## config.mk

```make
export PLATFORM = sky130hd
export DESIGN_NAME = fetch_unit_flat
export DESIGN_NICKNAME = d
export VERILOG_FILES = /design/src/rtl/fetch_unit_pkg.sv /design/src/rtl/fetch_unit_if.sv /design/src/rtl/fetch_unit_pc_reg.sv /design/src/rtl/fetch_unit.sv /design/src/flat_wrapper.sv
export SDC_FILE = /design/constraint.sdc
export NUM_CORES = 1
export LEC_CHECK = 0
export ABC_AREA = 1
export BUFFER_PORTS_ARGS = -buffer_cell sky130_fd_sc_hd__buf_2
export CAP_MARGIN = 20
export CORE_MARGIN = 10
export CORE_UTILIZATION = 35
export DETAILED_ROUTE_END_ITERATION = 12
export HOLD_SLACK_MARGIN = 0.08
export PLACE_DENSITY_LB_ADDON = 0.1
export SETUP_SLACK_MARGIN = 0.4
export SYNTH_ARGS = -nofsm -noshare
export SYNTH_HDL_FRONTEND = slang
export SYNTH_SLANG_ARGS = --single-unit
```

## constraint.sdc

```tcl
create_clock -name clk -period 1.5 [get_ports clk]
set_input_delay 0.3 -clock clk [delete_from_list [all_inputs] [get_ports clk]]
set_output_delay 0.3 -clock clk [all_outputs]
set_load 0.02 [all_outputs]
```

## src/rtl/fetch_unit_pkg.sv

```systemverilog
// fetch_unit_pkg: shared CPU widths, PC update encodings and fetch FSM states.
package fetch_unit_pkg;
    localparam int PC_W  = 8;
    localparam int INS_W = 16;
    typedef logic [PC_W-1:0]  pc_t;
    typedef logic [INS_W-1:0] ins_t;
    typedef enum logic [1:0] {PC_HOLD = 2'b00, PC_INC = 2'b01, PC_ABS = 2'b10, PC_REL = 2'b11} pc_ctrl_e;
    typedef enum logic [1:0] {IDLE, WAIT, DONE} fetch_state_e;
endpackage

```

## src/rtl/fetch_unit_if.sv

```systemverilog
// fetch_unit_if: instruction memory request/acknowledge bus.
interface fetch_unit_if;
    import fetch_unit_pkg::*;
    logic req;
    pc_t  addr;
    logic ack;
    ins_t rdata;
    modport master (output req, addr, input ack, rdata);
    modport slave  (input req, addr, output ack, rdata);
endinterface

```

## src/rtl/fetch_unit_pc_reg.sv

```systemverilog
// pc_reg: program counter with hold/increment/absolute/relative update.
module pc_reg
    import fetch_unit_pkg::*;
(
    input  logic       clk,
    input  logic       rst,
    input  logic       en_i,
    input  logic [1:0] ctrl_i,
    input  pc_t        offset_i,
    output pc_t        pc_o
);
    pc_t pc_q, pc_d;
    // 8-bit add of the raw offset equals adding its sign extension modulo 256
    always_comb
        pc_d = !en_i               ? pc_q :
               ctrl_i == PC_INC    ? pc_q + 8'd1 :
               ctrl_i == PC_ABS    ? offset_i :
               ctrl_i == PC_REL    ? pc_q + offset_i : pc_q;
    always_ff @(posedge clk or posedge rst)
        if (rst) pc_q <= '0;
        else     pc_q <= pc_d;
    assign pc_o = pc_q;
endmodule

```

## src/rtl/fetch_unit.sv

```systemverilog
// fetch_unit: instruction fetch FSM with ack timeout, plus the program counter.
module fetch_unit
    import fetch_unit_pkg::*;
#(
    parameter int   TIMEOUT  = 15,
    parameter ins_t NOP_WORD = 16'h0000
) (
    input  logic         clk,
    input  logic         rst,
    input  logic         en_fetch_i,
    input  logic         en_pc_pulse_i,
    input  logic [1:0]   pc_ctrl_i,
    input  pc_t          offset_addr_i,
    fetch_unit_if.master mem,
    output ins_t         ins_o,
    output logic         en_ram_out_o,
    output pc_t          pc_o,
    output logic         busy_o,
    output logic         fetch_err_o
);
    localparam int CW = $clog2(TIMEOUT + 1);
    fetch_state_e  state_q;
    logic          req_q, pulse_q, err_q;
    pc_t           addr_q, pc;
    ins_t          ins_q;
    logic [CW-1:0] cnt_q, cnt_d;
    logic          timeout;
    pc_reg u_pc (
        .clk      (clk),
        .rst      (rst),
        .en_i     (en_pc_pulse_i),
        .ctrl_i   (pc_ctrl_i),
        .offset_i (offset_addr_i),
        .pc_o     (pc)
    );
    assign cnt_d   = cnt_q + 1'b1;
    assign timeout = cnt_d == CW'(TIMEOUT);
    // an ack arriving on the timeout cycle is checked first, so data wins
    always_ff @(posedge clk or posedge rst)
        if (rst) begin
            state_q <= IDLE;
            req_q   <= 1'b0;
            addr_q  <= '0;
            ins_q   <= '0;
            pulse_q <= 1'b0;
            err_q   <= 1'b0;
            cnt_q   <= '0;
        end else begin
            pulse_q <= 1'b0;
            case (state_q)
                IDLE: if (en_fetch_i) begin
                    state_q <= WAIT;
                    req_q   <= 1'b1;
                    addr_q  <= pc;
                    cnt_q   <= '0;
                end
                WAIT: begin
                    cnt_q <= cnt_d;
                    if (mem.ack) begin
                        ins_q   <= mem.rdata;
                        req_q   <= 1'b0;
                        state_q <= DONE;
                    end else if (timeout) begin
                        ins_q   <= NOP_WORD;
                        err_q   <= 1'b1;
                        req_q   <= 1'b0;
                        state_q <= DONE;
                    end
                end
                DONE: begin
                    pulse_q <= 1'b1;
                    state_q <= IDLE;
                end
                default: state_q <= IDLE;
            endcase
        end
    assign mem.req      = req_q;
    assign mem.addr     = addr_q;
    assign ins_o        = ins_q;
    assign en_ram_out_o = pulse_q;
    assign pc_o         = pc;
    assign busy_o       = state_q != IDLE;
    assign fetch_err_o  = err_q;
endmodule
```

## src/flat_wrapper.sv

```systemverilog
// flat-port wrapper written by rule: the top's interface ports become plain ports
module fetch_unit_flat import fetch_unit_pkg::*;
#(
    parameter int   TIMEOUT  = 15,
    parameter ins_t NOP_WORD = 16'h0000
)
  (clk, rst, en_fetch_i, en_pc_pulse_i, pc_ctrl_i, offset_addr_i, ins_o, en_ram_out_o, pc_o, busy_o, fetch_err_o, mem_req, mem_addr, mem_ack, mem_rdata);
  fetch_unit_if mem_i ();
  input  logic clk;
  input  logic rst;
  input  logic en_fetch_i;
  input  logic en_pc_pulse_i;
  input  logic [1:0] pc_ctrl_i;
  input  pc_t offset_addr_i;
  output ins_t ins_o;
  output logic en_ram_out_o;
  output pc_t pc_o;
  output logic busy_o;
  output logic fetch_err_o;
  output wire logic [$bits(mem_i.req)-1:0] mem_req;
  output wire logic [$bits(mem_i.addr)-1:0] mem_addr;
  input wire logic [$bits(mem_i.ack)-1:0] mem_ack;
  input wire logic [$bits(mem_i.rdata)-1:0] mem_rdata;
  assign mem_req = mem_i.req;
  assign mem_addr = mem_i.addr;
  assign mem_i.ack = mem_ack;
  assign mem_i.rdata = mem_rdata;
  fetch_unit #(.TIMEOUT(TIMEOUT), .NOP_WORD(NOP_WORD)) u_core (.clk(clk), .rst(rst), .en_fetch_i(en_fetch_i), .en_pc_pulse_i(en_pc_pulse_i), .pc_ctrl_i(pc_ctrl_i), .offset_addr_i(offset_addr_i), .mem(mem_i), .ins_o(ins_o), .en_ram_out_o(en_ram_out_o), .pc_o(pc_o), .busy_o(busy_o), .fetch_err_o(fetch_err_o));
endmodule
```

Word-level counts from Yosys, hierarchy flattened
Index checks and enable logic that the tools add are counted.
- register bits: 41
- bits of input ports: 31
- word-level logic and storage cells: 48
- add/sub/neg operators: 3
- eq/ne operators: 8
- multiplexer cells: 16
- bitwise logic cells: 1
- reductions and logical operators: 12
- operators with widths (kind ; number):
    16-bit 2-to-1 mux ; 2
    8-bit 2-to-1 mux ; 3
    2-bit AND reduction ; 5
    8-bit by 1-bit adder with 8-bit output (second input constant) ; 1
    8-bit adder ; 1
    4-bit one-hot mux with 2 select lines ; 1
    2-bit equality test (second input constant) ; 3
    2-bit 2-to-1 mux ; 3
    3-bit AND reduction ; 2
    2-bit nonzero test ; 3
    4-bit by 1-bit adder with 4-bit output (second input constant) ; 1
    2-bit by 1-bit equality test with 1-bit output (second input constant) ; 2
    4-bit equality test (second input constant) ; 1
    1-bit 2-to-1 mux ; 4
    4-bit 2-to-1 mux ; 1
    2-bit one-hot mux with 2 select lines ; 1
    3-bit by 2-bit inequality test with 1-bit output (second input constant) ; 1
    3-bit nonzero test ; 1
    2-bit logical NOT ; 1
    2-bit inequality test (second input constant) ; 1
    1-bit one-hot mux with 2 select lines ; 1
    1-bit inverter ; 1

Longest topological paths before layout
Gate-level depths: netlist of the first run.
- depth in word-level cells: 5
- gate-level depth with buffers: 9

Cells and area by module
A second synthesis of the first run with hierarchy kept.
- cells, all modules: 297
- area, all modules: 2307.2 µm²
- modules (own cells, without submodules) (module ; instances ; cells an instance ; area each (µm²) ; sequential area each (µm²)):
    fetch_unit ; 1 ; 151 ; 1352.5 ; 825.8
    pc_reg ; 1 ; 146 ; 954.7 ; 200.2

Least setup slack after synthesis of the first run
No wires, ideal clock.
- path kind: reg-to-reg
- from: reg u_core.u_pc.pc_q[0], in the netlist u_core.u_pc.pc_o[0]
- to: reg u_core.u_pc.pc_q[6], in the netlist u_core.u_pc.pc_o[6]
- data arrival time: 1.714 ns
- slack: -0.292 ns
- cell stages (with the launch flop): 9
- buffers on the path: 0
- period minus slack after synthesis: 1.792 ns
- cells stage by stage: dfrtp_1 > ha_1 > inv_1 > fa_1 > o21ai_0 > nand2_1 > nand3b_1 > nand3_1 > a21oi_1
- word-level cells in the longest chain between the ends: 4
- ends and longest elaborated chain (what ; line ; text):
    from (decl) ; fetch_unit_pc_reg.sv:12 ; pc_t pc_q, pc_d;
    from (signal assigned) ; fetch_unit_pc_reg.sv:21 ; else pc_q <= pc_d;
    8-bit adder ; fetch_unit_pc_reg.sv:18 ; ctrl_i == PC_REL ? pc_q + offset_i : pc_q;
    8-bit 2-to-1 mux ; fetch_unit_pc_reg.sv:18 ;
    8-bit 2-to-1 mux ; fetch_unit_pc_reg.sv:17 ; ctrl_i == PC_ABS ? offset_i :
    8-bit 2-to-1 mux * ; fetch_unit_pc_reg.sv:16 ; ctrl_i == PC_INC ? pc_q + 8'd1 :
Mark *: on every way between the ends. The rest lies on a longest branch, timed or not. The select of a mux whose other input is x is not followed.
A chain may end at the register's enable or synchronous reset.

Worst setup path after layout of the first run
- from: reg u_core.u_pc.pc_q[0], in the netlist u_core.u_pc.pc_o[0]
- to: reg u_core.u_pc.pc_q[4], in the netlist u_core.u_pc.pc_o[4]
The elaborated chain is that of the path after synthesis.

==> metrics.md, run 1 <==
| Metric | Value |
|---|---|
| Result of the run | `complete, but fails checks` |
| Violated checks | `setup timing` |
| Wire length of the first global-routing pass | `10900 um` |
| Final hold violation count | `0` |
| Cell count after placement | `422` |
| Antenna diode count | `0` |
| Share of layout cells above drive strength 1 | `0.508` |
| Placed wire-length estimate after detailed placement | `4550 um` |
| Synthesis-to-layout area growth | `70.6%` |
| Maximum clock frequency | `662 MHz` |
| Class of the tightest hold or removal check | `primary input to register` |
| Worst reg-to-reg setup slack | `-0.01 ns` |
| Number of buffers between clock root and the deepest sink | `2` |
| Delay of the slowest critical-path stage | `0.39 ns` |
| Uppermost layer routed | `met4` |
| Sum of routed wire segments on met1 | `2990 um` |
| Area taken by flip-flops and latches | `1030 um2` |
| Number of cells in the finished layout apart from fillers | `473` |
| Number of fillers in the final layout | `526` |
| Via count of the first global-routing pass | `2222` |
| Final WL | `6700 um` |
| DRT iter0 DRCs | `108` |
| Post-layout worst setup margin | `-0.0104 ns` |
| Number of core rows | `28` |
| Number of instances in the synthesized netlist | `264` |
| Met2 wire len | `3280 um` |
| Average wire length per cell after detail routing | `14.2 um` |
| Clock slew at the register clock pins of the worst setup and hold paths | `0.08 ns` |
| Overall via count from detail_route | `2244` |
| Avg Synthesized Cell Area | `8.27 um2` |
| Worst clock skew | `0.00622 ns` |
| Portion of the post-synthesis area used by sequential elements | `0.470` |
| Least-Margin Pin Slew | `0.393 ns` |
| Post-detailed-route via-to-cell ratio | `4.74` |
| PD cells | `2070 nW/um2` |
| Data required time at the worst endpoint | `1.71 ns` |
| Count of H-tree levels built during CTS | `2` |
| Inserted Clock Buffers | `5` |
| Worst relative slew slack | `0.737` |
| Die Width | `99.0 um` |
| Total Nets Final | `439` |
| Clock tree sinks | `41` |
| Clock period minus final worst setup slack | `1.51 ns` |
| Initial core utilization | `0.364` |
| Placeable core area | `5990 um2` |
| Post-route fraction of the period consumed by the critical path | `1.01` |
| Input/output buffers | `66` |
| Overall die area | `9790 um2` |
| Initial antenna violation count | `0` |
| Register bit count reported by yosys | `41` |
| Count of nets left with antenna violations after detail routing | `0` |
| Pin count of the biggest net entering global routing | `26` |
| Worst Setup Slack post-DPL | `-0.0584 ns` |
| Worst IR drop on VDD | `1.25 mV` |
| Final setup fails | `1` |
| Synthesized netlist net count | `306` |
| Crit path launch type | `register` |
| TritonCTS clock tree | `done` |
| Library cell contributing the largest single delay on the critical path | `sky130_fd_sc_hd__dfrtp_2` |
| Vertical extent of the die | `99.0 um` |
| Max Transition Viols Final | `0` |
| Area of combinational cells with multiple inputs | `1330 um2` |
| Number of remaining DRC errors | `0` |
| Critical-path cell list | `ha_4 -> inv_2 -> fa_2 -> o21ai_2 -> xor2_1 -> nand2_1 -> a22oi_1` |
| Maximum capacitance violations | `0` |
| RSZ-0062 raised after global routing | `true` |
| Length of routed met3 wiring | `343 um` |
| GRT Residual Overflow | `0` |
| Clock tree root driver cell | `sky130_fd_sc_hd__clkbuf_8` |
| GP Congestion | `0.803` |
| WP data arrival | `1.72 ns` |
| Post-synthesis instance area | `2180 um2` |
| Leakage power summed over all cells | `1.91 nW` |
| Drt first pass iters | `4` |
| Synth unique cells | `30` |
| Critical path class | `register to register` |
| Total number of yosys warnings | `0` |
| Largest fanout on the critical path | `2` |
| Type of destination of the critical path | `register` |
| Total GRT Usage | `0.131` |
| Top Ports | `67` |
| Clock latency on the worst-skew pair | `0.29 ns` |
==> cell families (layout without fill, tap and decap cells) <==
logic type,count (synthesis),count (layout),share of synthesized area
AND/OR/NAND/NOR,130,133,0.258
multiplexers,3,3,0.0155
XOR/XNOR,5,5,0.0201
flip-flops,41,41,0.470
buffers and inverters,32,163,0.0596
adder cells (fa/ha/maj),11,11,0.0665
AO/OA/AOI/OAI,42,42,0.110
==> cells in the mapped netlist <==
cell type	number	area [um2]
sky130_fd_sc_hd__nand2_1	73	274
sky130_fd_sc_hd__dfrtp_1	41	1030
sky130_fd_sc_hd__nand3_1	31	155
sky130_fd_sc_hd__inv_1	25	93.8
sky130_fd_sc_hd__a21oi_1	15	75.1
sky130_fd_sc_hd__o21ai_0	15	75.1
sky130_fd_sc_hd__nor2_1	14	52.6
sky130_fd_sc_hd__ha_1	10	125
sky130_fd_sc_hd__a22oi_1	3	22.5
sky130_fd_sc_hd__clkbuf_1	3	11.3
sky130_fd_sc_hd__mux2_2	3	33.8
sky130_fd_sc_hd__nand2_2	3	18.8
sky130_fd_sc_hd__nand4_1	3	18.8
sky130_fd_sc_hd__xnor2_1	3	26.3
sky130_fd_sc_hd__a31oi_1	2	12.5
sky130_fd_sc_hd__buf_2	2	10.0
sky130_fd_sc_hd__nand3b_1	2	15.0
sky130_fd_sc_hd__nor2_2	2	12.5
sky130_fd_sc_hd__o21a_1	2	15.0
sky130_fd_sc_hd__xor2_1	2	17.5
sky130_fd_sc_hd__a21boi_0	1	7.51
sky130_fd_sc_hd__a221oi_1	1	8.76
sky130_fd_sc_hd__a2bb2oi_1	1	8.76
sky130_fd_sc_hd__a31o_2	1	8.76
sky130_fd_sc_hd__buf_6	1	11.3
sky130_fd_sc_hd__clkinv_1	1	3.75
sky130_fd_sc_hd__fa_1	1	20.0
sky130_fd_sc_hd__nand2_4	1	11.3
sky130_fd_sc_hd__nor3_1	1	5.00
sky130_fd_sc_hd__o22ai_1	1	6.26
==> per-stage QoR <==
stage	hold WS, ns	setup TNS, ns	utilization	power [mW]	cell area (um2)
after global routing	0.232	-1.83	0.621	8.29	3720
after detailed placement	0.315	-0.121	0.470	5.00	2820
after floorplan	0.285	-0.0455	-	3.90	2240
after CTS	0.230	-0.0473	0.579	7.17	3470
after global placement	0.317	-0.0547	0.470	4.95	2820
final	0.237	-0.0104	0.621	7.72	3720
==> repair_timing <==
item / 4_1_cts / 5_1_grt
gates resized for setup: 99 / 39
hold buffers: 1 / 0
pin swaps: 9 / 10
cloned: 3 / 0
endpoints found under the setup margin: 76 / 75
endpoints found under the hold margin: 16 / 0
buffers inserted: 22 / 17
==> worst max-delay path, delay by kind of cell (launching register included) <==
kind,cells,cell delay [ns]
buffers and inverters,1,0.03
AOI/OAI and AO/OA,2,0.30
and+or+nand+nor,1,0.07
adders and majority gates,2,0.47
xor gates and xnor gates,1,0.17
DFF,1,0.39
==> path summary, 6_finish.rpt <==
kind                                                  from                         endpoint  cells past startpoint
max                        u_core.u_pc.pc_o[0]$_DFFE_PP0P_  u_core.u_pc.pc_o[4]$_DFFE_PP0P_                      7
min                                           mem_rdata[6]      u_core.ins_o[6]$_DFFE_PP0P_                      3
max reg2reg                u_core.u_pc.pc_o[0]$_DFFE_PP0P_  u_core.u_pc.pc_o[4]$_DFFE_PP0P_                      7
min reg2reg                    u_core.ins_o[0]$_DFFE_PP0P_      u_core.ins_o[0]$_DFFE_PP0P_                      2
max in group asynchronous                              rst  u_core.u_pc.pc_o[5]$_DFFE_PP0P_                      4
min in group asynchronous                              rst       u_core.mem.req$_DFFE_PP0P_                      3
==> flip-flops by register name (all words and copies together) (netlist names) <==
register,flops
u_core.fetch_err_o,1
u_core.mem.req,1
u_core.u_pc.pc_o,8
u_core.ins_o,16
u_core.mem.addr,8
u_core.cnt_q,4
u_core.en_ram_out_o,1
u_core.state_q,2
==> cell type report <==
type	count	share of cell area
sequential	41	0.277
tap	75	0.0252
timing repair buffer	129	0.288
clock buffer	8	0.0242
inverter	26	0.0279
multi-input combinational	194	0.357
==> where the power goes <==
part / switching [mW] / internal (mW)
Sequential: 0.413 / 1.60
Combinational: 2.44 / 2.51
Clock: 0.376 / 0.376
==> placed cells by master (no fill, tap or decap), types with 12 or more instances in the layout <==
master and count:
sky130_fd_sc_hd__dfrtp_1 36, sky130_fd_sc_hd__nand3_1 31, sky130_fd_sc_hd__inv_1 21, sky130_fd_sc_hd__nand2_1 42
sky130_fd_sc_hd__buf_6 41, sky130_fd_sc_hd__buf_4 54, sky130_fd_sc_hd__nand2_2 29, sky130_fd_sc_hd__a21oi_1 13
sky130_fd_sc_hd__nor2_1 12, sky130_fd_sc_hd__buf_2 31
==> routing by layer <==
layer  vias up  GRT usage
met5         -          0
met4         0     0.0397
met3         6     0.0356
met2        49      0.213
met1      1043      0.165
li1       1146          -
Note: power is estimated with default switching activity, not from simulation.
==> inputs of run 2 (changes only) <==
--- a/config.mk
+++ b/config.mk
@@ -5,7 +5,6 @@
 export SDC_FILE = /design/constraint.sdc
 export NUM_CORES = 1
 export LEC_CHECK = 0
-export ABC_AREA = 1
 export BUFFER_PORTS_ARGS = -buffer_cell sky130_fd_sc_hd__buf_2
 export CAP_MARGIN = 20
 export CORE_MARGIN = 10
==> metrics.md, run 2 <==
| Metric | Value |
|---|---|
| Synth top area cells | `sky130_fd_sc_hd__dfrtp_1 44%, sky130_fd_sc_hd__ha_1 5.4%, sky130_fd_sc_hd__a22o_2 3.4%` |
| Vertical extent of the die | `102 um (+2.7%)` |
| Count of H-tree levels built during CTS | `2 (unchanged)` |
| Final cell area excluding filler cells | `4180 um2 (+12%)` |
| Hold depth | `2 (-1)` |
| Post-route fraction of the period consumed by the critical path | `1.15 (+0.140)` |
| Post-detailed-route via-to-cell ratio | `5.13 (+8.2%)` |
| Avg Synthesized Cell Area | `9.72 um2 (+18%)` |
| Type of destination of the critical path | `register` |
| DRT iter0 DRCs | `47 (-56%)` |
| Register bit count reported by yosys | `41 (unchanged)` |
| Synthesis-to-layout area growth | `79.1%` |
| Arithmetic-cell share of the synthesized area counting full adders, half adders and majority gates | `0.0622 (-0.00428)` |
| Proportion of netlist area held by the largest area contributor | `0.440 (-0.0303)` |
| Number of remaining DRC errors | `0 (unchanged)` |
| Total GRT Usage | `0.142 (+0.0110)` |
| Number of buffers between clock root and the deepest sink | `2 (unchanged)` |
| Most used cells in the layout excluding fill and tap cells | `53 x sky130_fd_sc_hd__buf_6, 53 x sky130_fd_sc_hd__buf_4, 34 x sky130_fd_sc_hd__dfrtp_1` |
| Library cell contributing the largest single delay on the critical path | `sky130_fd_sc_hd__dfrtp_2` |
| Startpoint of the tightest hold check path | `mem_rdata[9]` |
| Dominant combinational cell family by area after synthesis | `compound AO/OA/AOI/OAI gates` |
| Top FF cell, synth | `sky130_fd_sc_hd__dfrtp_1` |
| Placeable core area | `6420 um2 (+7.2%)` |
| Total number of yosys warnings | `0 (unchanged)` |
| Flip-flop count of the largest register, all copies and words added | `16 (unchanged)` |
| Final WL | `7660 um (+14%)` |
| Xor and xnor fraction of the mapped netlist area | `0.0113 (-0.00880)` |
| Antenna diode count | `0 (unchanged)` |
| Startpoint of the worst register-to-register path | `u_core.u_pc.pc_o[1]$_DFFE_PP0P_` |
| Share of the synthesized area in compound gates (AO/OA/AOI/OAI) | `0.247 (+0.137)` |
| Critical register-to-register path endpoint | `u_core.u_pc.pc_o[5]$_DFFE_PP0P_` |
| Ys async rst share | `1.00 (unchanged)` |
| Final setup fails | `22 (+21)` |
| Synthesized netlist net count | `282 (-7.8%)` |
| Top Ports | `67 (unchanged)` |
| Post-layout worst setup margin | `-0.221 ns (-0.211 ns)` |
| Area of combinational cells with multiple inputs | `1570 um2 (+18%)` |
| Input/output buffers | `66 (unchanged)` |
| Violated checks | `setup timing` |
| Area taken by flip-flops and latches | `1030 um2 (+0.24%)` |
| Clock period minus final worst setup slack | `1.72 ns (+0.211 ns)` |
| Fraction of synthesized area in multiplexers | `0.0215 (+0.00598)` |
| Placed wire-length estimate after detailed placement | `5250 um (+15%)` |
| Via count of the first global-routing pass | `2381 (+7.2%)` |
| Post-synthesis instance area | `2330 um2 (+6.9%)` |
| Family with the most delay on the worst path | `compound AO/OA/AOI/OAI gates` |
| Worst Reg2Reg Path Length in Cells | `5 (-2)` |
| Worst IR drop on VDD | `0.737 mV (-41%)` |
| Overall power consumption | `8.16 mW (+5.7%)` |
| Worst reg-to-reg setup slack | `-0.22 ns (-0.21 ns)` |
| GP Congestion | `0.869 (+8.1%)` |
| TritonCTS clock tree | `done` |
| WP data arrival | `1.93 ns (+0.21 ns)` |
| Average wire length per cell after detail routing | `16.6 um (+17%)` |
| Maximum capacitance violations | `0 (unchanged)` |
| Overall via count from detail_route | `2366 (+5.4%)` |
| GRT Residual Overflow | `0 (unchanged)` |
| Result of the run | `complete, but fails checks` |
| Area leader, netlist | `sky130_fd_sc_hd__dfrtp_1` |
| Clock slew at the register clock pins of the worst setup and hold paths | `0.09 ns (about the same)` |
| Count of nets left with antenna violations after detail routing | `0 (unchanged)` |
| Number of core rows | `29 (+3.6%)` |
| Leakage power summed over all cells | `1.93 nW (+1.3%)` |
| Number of flops mapped to enable cells by yosys | `0 (unchanged)` |
| Number of fillers in the final layout | `497 (-5.5%)` |
| Inserted Clock Buffers | `5 (unchanged)` |
| Largest fanout on the critical path | `4 (+2)` |
| Library cell with the highest instance count after synthesis | `sky130_fd_sc_hd__dfrtp_1` |
| Critical path class | `register to register` |
| Die Width | `102 um (+2.7%)` |
| Worst clock skew | `0.00581 ns (-0.000413 ns)` |
| Synth unique cells | `52 (+73%)` |
| Initial core utilization | `0.363 (-0.00110)` |
| PD cells | `1950 nW/um2 (-5.8%)` |
| Share of layout cells above drive strength 1 | `0.573 (+0.0654)` |
| Placed instance area | `3140 um2 (+12%)` |
| Endpoint of the worst hold path | `u_core.ins_o[9]$_DFFE_PP0P_` |
| Max Transition Viols Final | `0 (unchanged)` |
| Most frequent cells after synthesis | `41 x sky130_fd_sc_hd__dfrtp_1, 20 x sky130_fd_sc_hd__nand2_1, 16 x sky130_fd_sc_hd__inv_1, 16 x sky130_fd_sc_hd__nor2_1, 16 x sky130_fd_sc_hd__o21ai_0` |
| Synthesized-area fraction occupied by and/or/nand/nor cells | `0.170 (-0.0880)` |
| Initial antenna violation count | `0 (unchanged)` |
| Clock tree root driver cell | `sky130_fd_sc_hd__clkbuf_8` |
| Delay of the slowest critical-path stage | `0.45 ns (+0.06 ns)` |
| Wire length of the first global-routing pass | `11900 um (+9.3%)` |
| Crit path launch type | `register` |
| Clock latency on the worst-skew pair | `0.30 ns (about the same)` |
| Maximum clock frequency | `581 MHz (-12%)` |
| Clock tree sinks | `41 (unchanged)` |
| Pin count of the biggest net entering global routing | `34 (+31%)` |
| Overall die area | `10300 um2 (+5.5%)` |
| RSZ-0062 raised after global routing | `true` |
| Class of the tightest hold or removal check | `primary input to register` |
| Drt first pass iters | `4 (unchanged)` |
| Least-Margin Pin Slew | `0.478 ns (+0.0851 ns)` |
| Total Nets Final | `425 (-3.2%)` |
| Final hold violation count | `0 (unchanged)` |
| Critical-path cell list | `ha_4 -> a211oi_4 -> o21bai_1 -> a2111o_1 -> o211ai_1` |
| Number of instances in the synthesized netlist | `240 (-9.1%)` |
| Worst relative slew slack | `0.680 (-0.0569)` |
| Data required time at the worst endpoint | `1.71 ns (about the same)` |
| Buffers and inverters on the worst path | `0 (-1)` |
| Portion of the post-synthesis area used by sequential elements | `0.440 (-0.0303)` |
[run 2: cell count changes after synthesis, sizes merged, moves of 5 or more]
cell / previous run / this run
a22o: 0 / 16
inv: 25 / 16
mux2i: 0 / 5
nand2: 77 / 20
nand2b: 0 / 8
nand3: 31 / 9
nor2b: 0 / 5
[run 2: logic make-up (layout without fill, tap and decap cells)]
| logic type | count (synthesis) | count (layout) |
|---|---|---|
| buffers and inverters | 25 | 167 |
| xor gates and xnor gates | 3 | 3 |
| DFF | 41 | 41 |
| adders and majority gates | 11 | 11 |
| and+or+nand+nor | 78 | 80 |
| muxes | 5 | 5 |
| AOI/OAI and AO/OA | 77 | 77 |
[run 2: routing by layer]
metal  track usage  vias to the layer above  wire [um]
li1              -                     1160          -
met1         0.171                     1136       3330
met2         0.248                       57       3780
met3        0.0361                       13        422
met4        0.0341                        0        138
met5             0                        -          0
[run 2: area by class of cell]
cell class / instances / area share
repair buffers: 143 / 0.306
clock inverters: 3 / 0.0165
flip-flops and latches: 41 / 0.248
well taps: 77 / 0.0231
inverters: 16 / 0.0153
multi-input cells: 176 / 0.375
clock buffers: 5 / 0.0165
[run 2: power breakdown]
group / switching (mW) / leakage [nW] / internal (mW)
clock: 0.446 / 0.0687 / 0.671
sequential: 0.410 / 0.489 / 1.59
combinational: 2.23 / 1.37 / 2.82
total: 3.08 / 1.93 / 5.08
[run 2: stage by stage]
stage / hold WS [ns] / utilization / worst slack (ns) / cells / TNS (ns)
floorplan: 0.285 / - / -0.310 / 240 / -0.947
global placement: 0.260 / 0.489 / -0.201 / 414 / -3.53
detailed placement: 0.261 / 0.489 / -0.276 / 414 / -4.49
CTS: 0.200 / 0.614 / -0.211 / 446 / -2.77
global route: 0.211 / 0.650 / -0.295 / 461 / -3.53
finish: 0.208 / 0.650 / -0.221 / 461 / -2.48
[run 2: timing repair]
action,CTS,global route
pin swaps,18,23
setup buffers,22,13
resized for setup,131,26
endpoints found under the hold margin,8,0
setup endpoints to repair,76,76
gates cloned,1,2
hold buffers,1,0
[run 2: how the worst max path moves through the flow]
stage | startpoint | endpoint | slack, ns | depth (start not counted)
floorplan | u_core.u_pc.pc_o[0]$_DFFE_PP0P_ | u_core.u_pc.pc_o[4]$_DFFE_PP0P_ | -0.31 | 7
global placement | u_core.u_pc.pc_o[1]$_DFFE_PP0P_ | u_core.u_pc.pc_o[7]$_DFFE_PP0P_ | -0.20 | 5
detailed placement | u_core.u_pc.pc_o[1]$_DFFE_PP0P_ | u_core.u_pc.pc_o[7]$_DFFE_PP0P_ | -0.28 | 5
CTS | u_core.u_pc.pc_o[1]$_DFFE_PP0P_ | u_core.u_pc.pc_o[5]$_DFFE_PP0P_ | -0.21 | 5
global route | u_core.u_pc.pc_o[1]$_DFFE_PP0P_ | u_core.u_pc.pc_o[5]$_DFFE_PP0P_ | -0.29 | 5
finish | u_core.u_pc.pc_o[1]$_DFFE_PP0P_ | u_core.u_pc.pc_o[5]$_DFFE_PP0P_ | -0.22 | 5
[run 2: worst register-to-register path, delay by kind of cell, from the launching register on]
kind | cells | cell delay (ns)
flops | 1 | 0.45
compound gates | 4 | 0.93
fa+ha+maj | 1 | 0.26
==> inputs of run 3 (changes only) <==
==> constraint.sdc (replaced) <==
create_clock -name clk -period 1.5 [get_ports clk]
set_input_delay 0.225 -clock clk [delete_from_list [all_inputs] [get_ports clk]]
set_output_delay 0.225 -clock clk [all_outputs]
set_load 0.02 [all_outputs]
==> metrics.md, run 3 (synthesis gave the netlist of run 2 again) <==
| Metric | Value |
|---|---|
| Largest fanout on the critical path | `3 (-1)` |
| Total Nets Final | `419 (-1.4%)` |
| Worst relative slew slack | `0.443 (-0.238)` |
| RSZ-0062 raised after global routing | `true` |
| Post-detailed-route via-to-cell ratio | `5.22 (+1.7%)` |
| Share of layout cells above drive strength 1 | `0.577 (+0.00380)` |
| Clock tree root driver cell | `sky130_fd_sc_hd__clkbuf_8` |
| Clock latency on the worst-skew pair | `0.29 ns (about the same)` |
| Vertical extent of the die | `102 um (unchanged)` |
| Type of destination of the critical path | `register` |
| Synthesis-to-layout area growth | `72.0%` |
| Pin count of the biggest net entering global routing | `42 (+24%)` |
| Antenna diode count | `0 (unchanged)` |
| Initial core utilization | `0.363 (unchanged)` |
| Critical-path cell list | `ha_4 -> inv_2 -> fa_2 -> nand2b_4 -> a21oi_4 -> a211oi_2 -> o32a_1` |
| Maximum capacitance violations | `0 (unchanged)` |
| Least-Margin Pin Slew | `0.835 ns (+0.357 ns)` |
| Clock tree sinks | `41 (unchanged)` |
| Final setup fails | `25 (+14%)` |
| Final hold violation count | `0 (unchanged)` |
| Class of the tightest hold or removal check | `primary input to register` |
| Initial antenna violation count | `0 (unchanged)` |
| Max Transition Viols Final | `0 (unchanged)` |
| Violated checks | `setup timing` |
| Via count of the first global-routing pass | `2468 (+3.7%)` |
| Family with the most delay on the worst path | `compound AO/OA/AOI/OAI gates` |
| Critical path class | `register to register` |
| PD cells | `1880 nW/um2 (-3.9%)` |
| Input/output buffers | `66 (unchanged)` |
| Worst Setup Slack post-DPL | `-0.312 ns (-0.0360 ns)` |
| TritonCTS clock tree | `done` |
| Number of buffers between clock root and the deepest sink | `2 (unchanged)` |
| WP data arrival | `1.93 ns (about the same)` |
| Flip-flop count of the largest register, all copies and words added | `16 (unchanged)` |
| Delay of the slowest critical-path stage | `0.41 ns (-0.04 ns)` |
| Data required time at the worst endpoint | `1.68 ns (-0.03 ns)` |
| Placeable core area | `6420 um2 (unchanged)` |
| Count of nets left with antenna violations after detail routing | `0 (unchanged)` |
| Overall via count from detail_route | `2376 (+0.42%)` |
| Worst IR drop on VDD | `0.738 mV (+0.24%)` |
| Drt first pass iters | `4 (unchanged)` |
| Average wire length per cell after detail routing | `16.5 um (-0.53%)` |
| Number of core rows | `29 (unchanged)` |
| GP Congestion | `0.840 (-3.4%)` |
| Inserted Clock Buffers | `5 (unchanged)` |
| Die Width | `102 um (unchanged)` |
| Final WL | `7520 um (-1.8%)` |
| Library cell contributing the largest single delay on the critical path | `sky130_fd_sc_hd__dfrtp_2` |
| Post-route fraction of the period consumed by the critical path | `1.16 (+0.0171)` |
| Worst clock skew | `0.00565 ns (-0.000162 ns)` |
| Wire length of the first global-routing pass | `12000 um (+1.2%)` |
| Top Ports | `67 (unchanged)` |
| Worst Hold Slack | `0.143 ns (-0.0650 ns)` |
| Count of H-tree levels built during CTS | `2 (unchanged)` |
| Placed wire-length estimate after detailed placement | `5050 um (-3.8%)` |
| DRT iter0 DRCs | `45 (-4.3%)` |
| Clock period minus final worst setup slack | `1.75 ns (+0.0257 ns)` |
| Buffers and inverters on the worst path | `1 (+1)` |
| Total GRT Usage | `0.144 (+0.00153)` |
| Result of the run | `complete, but fails checks` |
| Leakage power summed over all cells | `1.84 nW (-4.5%)` |
| Commonest non-fill, non-tap cell in the layout | `sky130_fd_sc_hd__buf_2` |
| Most used cells in the layout excluding fill and tap cells | `48 x sky130_fd_sc_hd__buf_2, 46 x sky130_fd_sc_hd__buf_4, 38 x sky130_fd_sc_hd__buf_6` |
| Maximum clock frequency | `573 MHz (-1.5%)` |
| Crit path launch type | `register` |
| Overall power consumption | `7.53 mW (-7.7%)` |
| Overall die area | `10300 um2 (unchanged)` |
| GRT Residual Overflow | `0 (unchanged)` |
| Clock slew at the register clock pins of the worst setup and hold paths | `0.09 ns (about the same)` |
| Number of remaining DRC errors | `0 (unchanged)` |
| Post-layout worst setup margin | `-0.247 ns (-0.0257 ns)` |
-- run 3: cell types whose count changed in the layout (fill, tap and decap cells not counted), sizes merged --
cell | previous run | this run
inv | 16 | 15
clkinv | 0 | 1
bufinv | 2 | 1
clkinvlp | 1 | 2
buf | 142 | 136
-- run 3: worst reg2reg max path, stage by stage, from the launching register on --
cell and delay (ns):
sky130_fd_sc_hd__dfrtp_2 0.41, sky130_fd_sc_hd__ha_4 0.16, sky130_fd_sc_hd__inv_2 0.04, sky130_fd_sc_hd__fa_2 0.34
sky130_fd_sc_hd__nand2b_4 0.16, sky130_fd_sc_hd__a21oi_4 0.15, sky130_fd_sc_hd__a211oi_2 0.06, sky130_fd_sc_hd__o32a_1 0.32
-- run 3: timing repair --
| item | 4_1_cts | 5_1_grt |
|---|---|---|
| hold endpoints to repair | 41 | 0 |
| resized for setup | 80 | 48 |
| pin swaps | 17 | 12 |
| cloned | 3 | 0 |
| hold buffers | 1 | 0 |
| endpoints found under the setup margin | 50 | 63 |
| buffers inserted | 10 | 17 |
-- run 3: where the power goes --
group / switching (mW) / internal [mW] / total (mW)
logic: 2.21 / 2.45 / 4.66
registers: 0.363 / 1.59 / 1.95
clock network: 0.421 / 0.499 / 0.919
total: 2.99 / 4.54 / 7.53
-- run 3: metrics by stage --
| step | instance area [um2] | setup TNS, ns | instances | utilization |
|---|---|---|---|---|
| after floorplan | 2440 | -0.947 | 240 | - |
| after global placement | 3160 | -3.82 | 416 | 0.491 |
| after detailed placement | 3160 | -3.60 | 416 | 0.491 |
| after CTS | 3700 | -3.33 | 438 | 0.576 |
| after global routing | 4010 | -5.47 | 455 | 0.625 |
| final | 4010 | -4.30 | 455 | 0.625 |
-- run 3: area by class of cell --
class	instances	area (um2)
repair buffers	137	1110
well taps	77	96.3
multi-input cells	176	1590
inverters	16	63.8
clock inverters	3	46.3
clock buffers	5	68.8
fillers	527	2410
flip-flops and latches	41	1030
-- run 3: worst paths after layout --
kind	start	endpoint	slack, ns	cells after the start
min	mem_rdata[0]	u_core.ins_o[0]$_DFFE_PP0P_	0.14	2
max reg2reg	u_core.u_pc.pc_o[0]$_DFFE_PP0P_	u_core.u_pc.pc_o[4]$_DFFE_PP0P_	-0.25	7
min in group asynchronous	rst	u_core.u_pc.pc_o[1]$_DFFE_PP0P_	0.52	4
max	u_core.u_pc.pc_o[0]$_DFFE_PP0P_	u_core.u_pc.pc_o[4]$_DFFE_PP0P_	-0.25	7
max in group asynchronous	rst	u_core.cnt_q[0]$_DFFE_PP0P_	0.74	4
min reg2reg	u_core.fetch_err_o$_DFFE_PP0P_	u_core.fetch_err_o$_DFFE_PP0P_	0.48	1
-- run 3: metal layers --
layer	global-route usage	vias to the layer above	routed length (um)
li1	-	1153	-
met1	0.174	1159	3140
met2	0.248	57	3820
met3	0.0368	7	497
met4	0.0374	0	68
met5	0	-	0
